## config.mk

```make
export PLATFORM = sky130hd
export DESIGN_NAME = uart_tx_buffer
export DESIGN_NICKNAME = d
export VERILOG_FILES = /design/src/rtl/uart_tx_buffer_pkg.sv /design/src/rtl/sync_fifo.sv /design/src/rtl/uart_tx_buffer.sv
export SDC_FILE = /design/constraint.sdc
export NUM_CORES = 1
export LEC_CHECK = 0
export BUFFER_PORTS_ARGS = -buffer_cell sky130_fd_sc_hd__buf_2
export CAP_MARGIN = 0
export CORE_MARGIN = 5
export CORE_UTILIZATION = 35
export CTS_BUF_LIST = sky130_fd_sc_hd__clkbuf_8 sky130_fd_sc_hd__clkbuf_16
export DETAILED_ROUTE_END_ITERATION = 10
export SETUP_SLACK_MARGIN = 0.4
export SLEW_MARGIN = 0
export SYNTH_ARGS = -nofsm -noshare
export SYNTH_HDL_FRONTEND = slang
export SYNTH_HIERARCHICAL = 1
export SYNTH_SLANG_ARGS = --single-unit
```

## constraint.sdc

```tcl
create_clock -name clk -period 3.5 [get_ports clk]
set_input_delay 0.7 -clock clk [delete_from_list [all_inputs] [get_ports clk]]
set_output_delay 0.7 -clock clk [all_outputs]
set_load 0.02 [all_outputs]
```

## src/rtl/uart_tx_buffer_pkg.sv

```systemverilog
// rtl/uart_tx_buffer_pkg.sv - shared constants and FSM encoding for the UART transmit buffer
//
// Purpose: pacing FSM state encoding and default sizing constants used by
//          uart_tx_buffer and its testbench.
// Contents: tx_state_e (IDLE/SEND/HOLD), DEFAULT_DEPTH_LOG2, DEFAULT_GUARD_CYCLES.
package uart_tx_buffer_pkg;

    localparam int DEFAULT_DEPTH_LOG2   = 4;
    localparam int DEFAULT_GUARD_CYCLES = 3;

    typedef enum logic [1:0] {
        ST_IDLE = 2'd0,
        ST_SEND = 2'd1,
        ST_HOLD = 2'd2
    } tx_state_e;

endpackage

```

## src/rtl/sync_fifo.sv

```systemverilog
// rtl/sync_fifo.sv - register-array synchronous FIFO with flush and drop indication
//
// Purpose: DEPTH-entry storage with wrapping pointers and a separate level counter.
// Ports:
//   clk, reset      clock, asynchronous active-high reset
//   push_i          write push_data_i when not full and not flushing
//   push_data_i     write data
//   pop_i           advance the read pointer when not empty and not flushing
//   pop_data_o      combinational read of mem[rd_ptr]
//   flush_i         rd_ptr <= wr_ptr, level <= 0; beats push and pop
//   full_o, empty_o status from registered level
//   level_o         number of stored entries
//   drop_o          push attempted while full (never during flush)
module sync_fifo #(
    parameter int WIDTH      = 8,
    parameter int DEPTH_LOG2 = 4
) (
    input  logic                  clk,
    input  logic                  reset,
    input  logic                  push_i,
    input  logic [WIDTH-1:0]      push_data_i,
    input  logic                  pop_i,
    output logic [WIDTH-1:0]      pop_data_o,
    input  logic                  flush_i,
    output logic                  full_o,
    output logic                  empty_o,
    output logic [DEPTH_LOG2:0]   level_o,
    output logic                  drop_o
);

    localparam int DEPTH = 1 << DEPTH_LOG2;
    localparam int LW    = DEPTH_LOG2 + 1;
    localparam logic [LW-1:0]         FULL_LEVEL = LW'(DEPTH);
    localparam logic [LW-1:0]         LVL_ONE    = LW'(1);
    localparam logic [DEPTH_LOG2-1:0] PTR_ONE    = DEPTH_LOG2'(1);

    logic [WIDTH-1:0]      mem_q [DEPTH];
    logic [DEPTH_LOG2-1:0] wr_ptr_q, wr_ptr_d;
    logic [DEPTH_LOG2-1:0] rd_ptr_q, rd_ptr_d;
    logic [LW-1:0]         level_q, level_d;
    logic                  do_push;
    logic                  do_pop;

    assign full_o     = (level_q == FULL_LEVEL);
    assign empty_o    = (level_q == '0);
    assign level_o    = level_q;
    assign pop_data_o = mem_q[rd_ptr_q];

    // Fullness and emptiness are judged on the pre-edge level, so a pop in
    // the same cycle never frees room for a push, and a push into an empty
    // FIFO is never popped in the same cycle.
    assign do_push = push_i && !full_o && !flush_i;
    assign do_pop  = pop_i && !empty_o && !flush_i;
    assign drop_o  = push_i && full_o && !flush_i;

    always_comb begin
        wr_ptr_d = wr_ptr_q;
        rd_ptr_d = rd_ptr_q;
        level_d  = level_q;
        if (flush_i) begin
            rd_ptr_d = wr_ptr_q;
            level_d  = '0;
        end else begin
            if (do_push) begin
                wr_ptr_d = wr_ptr_q + PTR_ONE;
            end
            if (do_pop) begin
                rd_ptr_d = rd_ptr_q + PTR_ONE;
            end
            case ({do_push, do_pop})
                2'b10:   level_d = level_q + LVL_ONE;
                2'b01:   level_d = level_q - LVL_ONE;
                default: level_d = level_q;
            endcase
        end
    end

    always_ff @(posedge clk or posedge reset) begin
        if (reset) begin
            wr_ptr_q <= '0;
            rd_ptr_q <= '0;
            level_q  <= '0;
        end else begin
            wr_ptr_q <= wr_ptr_d;
            rd_ptr_q <= rd_ptr_d;
            level_q  <= level_d;
        end
    end

    // Storage carries no reset; contents are only visible through level.
    always_ff @(posedge clk) begin
        if (do_push) begin
            mem_q[wr_ptr_q] <= push_data_i;
        end
    end

endmodule

```

## src/rtl/uart_tx_buffer.sv

```systemverilog
// rtl/uart_tx_buffer.sv - elastic character buffer pacing a UART transmitter
//
// Purpose: absorbs bursts of outbound characters and launches one character
//          into the UART whenever it reports idle, with a guard period after
//          every launch to cover the UART status update latency.
// Ports:
//   clk, reset            clock, asynchronous active-high reset
//   in_char, in_char_valid character input and one-cycle write strobe
//   in_char_ready         FIFO not full
//   flush                 drop all buffered, not-yet-launched characters
//   tx_data, tx_latch     character and one-cycle start strobe to the UART
//   tx_empty              UART idle
//   level                 buffered character count
//   overflow, clr_overflow sticky drop flag and its clear
module uart_tx_buffer
    import uart_tx_buffer_pkg::*;
#(
    parameter int DEPTH_LOG2   = DEFAULT_DEPTH_LOG2,
    parameter int GUARD_CYCLES = DEFAULT_GUARD_CYCLES
) (
    input  logic                clk,
    input  logic                reset,
    input  logic [7:0]          in_char,
    input  logic                in_char_valid,
    output logic                in_char_ready,
    input  logic                flush,
    output logic [7:0]          tx_data,
    output logic                tx_latch,
    input  logic                tx_empty,
    output logic [DEPTH_LOG2:0] level,
    output logic                overflow,
    input  logic                clr_overflow
);

    localparam logic [3:0] GUARD_LOAD = 4'(GUARD_CYCLES - 1);

    tx_state_e  state_q;
    logic [3:0] guard_q;
    logic [7:0] tx_data_q;
    logic       tx_latch_q;
    logic       overflow_q, overflow_d;

    logic       fifo_full;
    logic       fifo_empty;
    logic       fifo_drop;
    logic [7:0] fifo_rd_data;
    logic       launch;

    // A flush in the same cycle wins over a launch.
    assign launch = (state_q == ST_IDLE) && !fifo_empty && tx_empty && !flush;

    sync_fifo #(
        .WIDTH      (8),
        .DEPTH_LOG2 (DEPTH_LOG2)
    ) u_fifo (
        .clk         (clk),
        .reset       (reset),
        .push_i      (in_char_valid),
        .push_data_i (in_char),
        .pop_i       (launch),
        .pop_data_o  (fifo_rd_data),
        .flush_i     (flush),
        .full_o      (fifo_full),
        .empty_o     (fifo_empty),
        .level_o     (level),
        .drop_o      (fifo_drop)
    );

    assign in_char_ready = !fifo_full;
    assign tx_data       = tx_data_q;
    assign tx_latch      = tx_latch_q;
    assign overflow      = overflow_q;

    // Set beats clear when both happen in the same cycle.
    always_comb begin
        overflow_d = overflow_q;
        if (fifo_drop) begin
            overflow_d = 1'b1;
        end else if (clr_overflow) begin
            overflow_d = 1'b0;
        end
    end

    always_ff @(posedge clk or posedge reset) begin
        if (reset) begin
            overflow_q <= 1'b0;
        end else begin
            overflow_q <= overflow_d;
        end
    end

    // Pacing FSM. HOLD lasts GUARD_CYCLES cycles (counter GUARD_CYCLES-1
    // down to 0) and ignores tx_empty, giving a minimum launch spacing of
    // SEND + GUARD_CYCLES + one IDLE cycle.
    always_ff @(posedge clk or posedge reset) begin
        if (reset) begin
            state_q    <= ST_IDLE;
            guard_q    <= '0;
            tx_data_q  <= 8'h00;
            tx_latch_q <= 1'b0;
        end else begin
            case (state_q)
                ST_IDLE: begin
                    tx_latch_q <= 1'b0;
                    if (launch) begin
                        tx_data_q  <= fifo_rd_data;
                        tx_latch_q <= 1'b1;
                        state_q    <= ST_SEND;
                    end
                end
                ST_SEND: begin
                    tx_latch_q <= 1'b0;
                    guard_q    <= GUARD_LOAD;
                    state_q    <= ST_HOLD;
                end
                ST_HOLD: begin
                    tx_latch_q <= 1'b0;
                    if (guard_q == '0) begin
                        state_q <= ST_IDLE;
                    end else begin
                        guard_q <= guard_q - 4'd1;
                    end
                end
                default: begin
                    tx_latch_q <= 1'b0;
                    state_q    <= ST_IDLE;
                end
            endcase
        end
    end

endmodule

```

---- Word level (Yosys, flattened, before mapping) ----
Memories as Yosys holds them, arrays and structs flattened. A register that Yosys moved wholly into a read port is not among the register bits.
Index checks and enable logic that the tools add are counted.
storage, ports and cells
  latch bits .............................. 0
  output and inout port bits .............. 16
  register bits after elaboration ......... 21
  memories kept ........................... 1
  bits of input ports ..................... 14
  word-level logic and storage cells ...... 60
  RAM bits ................................ 128
  bits in read-only memories .............. 0
operators by class
  bitwise operators ....................... 1
  order comparisons ....................... 0
  equal/unequal tests ..................... 8
  shifts and indexed selects .............. 0
  divide/modulo/power cells ............... 0
  reductions and logical operators ........ 23
  $mul .................................... 0
  multiplexer cells ....................... 15
  add/subtract/negate cells ............... 5
memories
  memory        words  width  rd ports  clocked after memory_dff  wr ports  RTL line         text
  u_fifo.mem_q  16     8      1         1                         1         sync_fifo.sv:37  logic [WIDTH-1:0] mem_q [DEPTH];
operators by type and width
  operator               count
  $mux W4                3
  $pmux W5 S2            1
  $logic_and A1 B1 Y1    9
  $add A4 B1 Y4 const B  2
  $pmux W4 S2            1
  $reduce_and A2 Y1      4
  $mux W1                6
  $pmux W2 S3            1
  $reduce_bool A2 Y1     3
  $add A5 B1 Y5 const B  1
  $eq A5 B5 Y1 const B   1
  $logic_not A5 Y1       1
  $mux W5                1
  $sub A5 B1 Y5 const B  1
  $eq A2 B1 Y1 const B   2
  $eq A2 B2 Y1 const B   2
  $logic_not A4 Y1       1
  $mux W2                2
  $ne A2 B2 Y1 const B   2
  $sub A4 B1 Y4 const B  1
  $logic_not A1 Y1       3
  $reduce_bool A3 Y1     1
  $logic_not A2 Y1       1
  $ne A2 B1 Y1 const B   1
  $not A1 Y1             1

---- Longest topological paths before layout ----
  word-level depth ........................ 10
  gate-level depth with buffers ........... 13

---- Cells and area by module ----
Netlist, hierarchy kept.
modules (own cells, without submodules)
  module          times used  cells each  seq. area each (sq um)  area an instance (sq um)
  sync_fifo       1           298         4,169.0                 5,995.8
  uart_tx_buffer  1           64          400.4                   787.0

---- Worst setup path after synthesis ----
Ideal clock, no wire load.
  path kind ............................... reg2reg
  from .................................... reg u_fifo.level_q[4], in the netlist u_fifo/level_o[4]
  to ...................................... reg u_fifo.level_q[4], in the netlist u_fifo/level_o[4]
  setup slack ............................. 0.361 ns
  setup time .............................. 0.082 ns
  data required time ...................... 3.418 ns
  buffers on the path ..................... 1
  arrival ................................. 3.057 ns
  cell stages (with the launch flop) ...... 14
  cells stage by stage .................... dfrtp_1 > inv_1 > nand2_1 > inv_1 > and4bb_2 > buf_1 > o21ai_4 > or3b_4 > inv_2 > ha_1 > nor2b_1 > o22a_1 > a211o_1 > a31oi_1
between the ends
  longest elaborated chain between the ends .. 10
RTL lines
  element                                       RTL line              text
  start: declaration                            sync_fifo.sv:40       logic [LW-1:0] level_q, level_d;
  start signal: assignment                      sync_fifo.sv:86       level_q <= level_d;
  $logic_not A5 Y1 (*)                          sync_fifo.sv:45       assign empty_o = (level_q == '0);
  via fifo_empty                                uart_tx_buffer.sv:44  logic fifo_empty;
  $logic_not A1 Y1 (*)                          uart_tx_buffer.sv:50  assign launch = (state_q == ST_IDLE) && !fifo_empty && tx_empty && !flush;
  $logic_and A1 B1 Y1 (*) (3 in a row)          uart_tx_buffer.sv:50
  via launch                                    uart_tx_buffer.sv:47  logic launch;
  $logic_and A1 B1 Y1 (*) (2 in a row)          sync_fifo.sv:53       assign do_pop = pop_i && !empty_o && !flush_i;
  $eq A2 B1 Y1 or $eq A2 B2 Y1 (tied branches)  sync_fifo.sv:70       case ({do_push, do_pop})
  $pmux W5 S2                                   sync_fifo.sv:70
  $mux W5                                       sync_fifo.sv:60       if (flush_i) begin
Mark *: on every way through the listed nets, which the timed path passes. The rest lies on a longest branch.
A chain may end at the register's enable or synchronous reset.

---- Worst setup path after layout ----
  from .................................... reg u_fifo.level_q[0], in the netlist u_fifo/level_o[0]
  to ...................................... reg u_fifo.level_q[4], in the netlist u_fifo/level_o[4]
Same word-level chain as after synthesis.

==> summary.md <==
| Metric | Value |
|---|---|
| Crit path cell chain | `nor4_4 > nand2_1 > inv_1 > and4bb_4 > o21ai_4 > or3b_4 > inv_2 > ha_1 > nor2b_1 > o22a_1 > a211o_1 > a31oi_1` |
| Final hold violations | `0` |
| Tcrit/Tclk final | `0.839` |
| Seq. cell area | `around 0.0046 sq mm` |
| Post-synthesis net count | `387` |
| CP Launch Point | `u_fifo/level_o[0]` |
| Hold_ws | `roughly 0.33 ns` |
| Sum of negative setup slack | `0 ns` |
| Most frequent cells in the layout | `edfxtp_1 (128), mux4_1 (30), buf_2 (29), dfrtp_1 (28), clkbuf_16 (17)` |
| Worst Tran Pin Value | `0.640 ns` |
| Mapped Cells | `362` |
| Slowest stage delay, CP | `0.47 ns` |
| Seq/Total Area, Yosys | `0.674` |
| First-pass GRT wire length | `19400 um` |
| Clk sink count | `157` |
| Via density | `4.87` |
| Status | `finished, final reports clean` |
| RR Startpoint | `u_fifo/level_o[0]` |
| P_leak | `2.82 nW` |
| Critical path data required time | `3.84 ns` |
| Flop pwr share | `0.446` |
| Fmax | `about 0.34 GHz` |
| H-tree lvl count | `4` |
| Max Root-Sink Buffers | `2` |
| # setup viols final | `0` |
| Crit-path max FO | `9` |
| Initial Util | `0.352` |
| Crit start category | `flip-flop` |
| Syn Std Cell Area | `just under 0.007 sq mm` |
| Antenna violations before repair | `0` |
| DR pass1 iterations | `5` |
| GPL Wtd Cong | `0.773` |
| Max-cap violations | `0` |
| Final nets | `424` |
| CP max-delay cell | `dfrtp_1` |
| Synth Flop Type | `edfxtp_1` |
| Post-route ant nets | `0` |
| Area delta synth->final | `14.5%` |
| Largest net degree at the start of global routing | `36` |
| Avg Cell Area, Syn | `18.7 sq um` |
| DR iter-0 viols | `117` |
| Share of cells above drive strength 1 | `0.243` |
| Tmin final | `2.94 ns` |
| Critical Path Sink Type | `flip-flop` |
| Setup slack, reg-to-reg | `0.56 ns` |
| Wirelength, routed | `12100 um` |
| Async set-or-reset flop fraction in the synthesized netlist | `0.185` |
| CP Depth | `12` |
| CP Class | `flip-flop to flip-flop` |
| Relative max-transition margin | `0.573` |
| Yosys warning count | `6` |
| R2r worst-path depth | `12` |
| Via count | `approximately 3300` |
| Routed WL per cell | `17.8 um` |
| Post-synth EDFFs | `128` |
| DRC Markers | `0` |
| Tot GR Track Use | `0.116` |
| CORE AREA | `0.0193 sq mm` |
| Total Power | `5.38 mW` |
| Final Non-Filler Cells | `about 680` |
| CTS buffer count | `17` |
| Power Density | `693 mW/mm^2` |
| Clock-pin slew on the worst setup and hold paths | `roughly 0.07 ns` |
| Latest clock arrival within the worst-skew pair | `about 0.43 ns` |
| Area of the multi-input gates | `0.00206 sq mm` |
| Clk_skew | `0.0134 ns` |
| Switching power | `1.59 mW` |
| Slew Viols, Final | `0` |
| Vert. Die Dim | `between 100 and 150 um` |
| TritonCTS clock tree | `built` |
| Cell-internal power | `3.79 mW` |
| # IOs | `30` |
| Placed Cells | `around 640` |
| Worst hold path type | `primary input to asynchronous set/reset pin` |
| Worst vdd ir | `354 uV` |
| Congestion Overflow GR | `0` |
| Die area | `0.0223 sq mm` |
| Diode count | `0` |
| Fill count | `~1700` |
| Unrepaired setup endpoints after global routing | `false` |
| Die W | `149 um` |
| Distinct cells, synth | `55` |
| Num rows | `51` |
| Port Buffers | `29` |
| CTS root buf | `clkbuf_16` |
| Clk network pwr share | `0.315` |
| Sw Ratio | `0.295` |
| Worst Path Arrival | `3.28 ns` |
| Critical Path Sink | `u_fifo/level_o[4]` |
| Detailed placer's ending HPWL | `8280 um` |
| Vias in the first global route | `between 3000 and 4000` |
| Logic gate share of total power | `0.239` |
| # hold bufs at CTS | `0` |
| Synth Register Bits | `roughly 160` |
| CP top delay family | `simple AND/OR/NAND/NOR gates` |
| Commonest non-fill, non-tap cell in the layout | `edfxtp_1` |
| Worst path bufs/invs | `2` |
| Reg2reg end | `u_fifo/level_o[4]` |
[cells by family after synthesis]
kind of cell               share of synthesized area
DFF                                            0.674
and+or+nand+nor                               0.0651
muxes                                          0.177
buffers and inverters                         0.0258
AOI/OAI and AO/OA                             0.0310
adders and majority gates                     0.0214
xor gates and xnor gates                     0.00646
[final cells by class]
| type | instances | area share |
|---|---|---|
| well taps | 265 | 0.0427 |
| flip-flops and latches | 157 | 0.589 |
| inverters | 16 | 0.00773 |
| clock buffers | 17 | 0.0548 |
| multi-input cells | 172 | 0.265 |
| repair buffers | 35 | 0.0245 |
| clock inverters | 15 | 0.0164 |
[state kept, by name, summed over array words and instances, names as in the netlist]
register         count
guard_q              4
u_fifo/wr_ptr_q      4
u_fifo/mem_q       128
u_fifo/level_o       5
tx_data              8
state_q              2
tx_latch             1
overflow             1
u_fifo/rd_ptr_q      4
[worst register-to-register path, stage by stage (launching register included)]
cell and delay, ns:
dfrtp_1 0.47, nor4_4 0.09, nand2_1 0.14, inv_1 0.08
and4bb_4 0.40, o21ai_4 0.11, or3b_4 0.40, inv_2 0.08
ha_1 0.26, nor2b_1 0.16, o22a_1 0.23, a211o_1 0.28
a31oi_1 0.15
[timing repair]
action	in CTS	in global routing
gates resized for setup	1	3
pin swaps	0	0
cloned	0	0
buffers inserted	0	2
setup endpoints to repair	1	1
hold endpoints to repair	0	0
[routing by layer]
metal,share of wire,global-route usage,wire length (um),up-vias
met5,0,0,0,-
met4,0.0091,0.0371,110,0
met3,0.045,0.0398,542,14
met2,0.47,0.181,5680,74
met1,0.48,0.154,5740,1661
li1,-,-,-,1546
[synthesized netlist by cell type (all sizes together) (3+ instances only)]
library cell | number | share of area
mux2i | 3 | 0.0044
nor2b | 5 | 0.0046
xnor2 | 3 | 0.0039
nor4 | 4 | 0.0037
mux2 | 11 | 0.023
inv | 16 | 0.0089
mux4 | 40 | 0.15
a21oi | 3 | 0.0022
o21ai | 10 | 0.0090
and4bb | 3 | 0.0055
a31oi | 3 | 0.0028
nand3 | 5 | 0.0044
nor3 | 4 | 0.0030
dfrtp | 29 | 0.11
and2 | 16 | 0.015
nand2 | 12 | 0.0066
clkbuf | 8 | 0.0044
edfxtp | 128 | 0.57
ha | 10 | 0.018
buf | 9 | 0.013
nor2 | 9 | 0.0054
[power groups by stage]
stage	logic [mW]	registers (mW)	clock network, mW
after floorplan	0.967	2.42	0
after global placement	1.26	2.42	0
after detailed placement	1.29	2.44	0
after CTS	1.29	2.40	1.74
after global routing	1.39	2.43	1.83
final	1.29	2.40	1.69
[through the flow]
stage / cell area (sq um) / setup slack, ns / utilization
4_1_cts: 7730 / 0.495 / 0.401
2_1_floorplan: 6780 / 0.453 / -
6_report: 7770 / 0.562 / 0.403
5_1_grt: 7770 / 0.408 / 0.403
3_3_place_gp: 7180 / 0.510 / 0.372
3_5_place_dp: 7180 / 0.372 / 0.372
[worst min-delay path by stage]
stage                            start  cells past startpoint            endpoint  slack [ns]
floorplan           u_fifo/wr_ptr_q[3]                      1  u_fifo/wr_ptr_q[3]        0.50
global placement              overflow                      1            overflow        0.46
detailed placement            overflow                      1            overflow        0.49
CTS                              reset                      2   u_fifo/level_o[0]        0.33
global route                     reset                      2  u_fifo/wr_ptr_q[2]        0.36
finish                           reset                      2   u_fifo/level_o[4]        0.33
(Power assumes the default switching activity.)
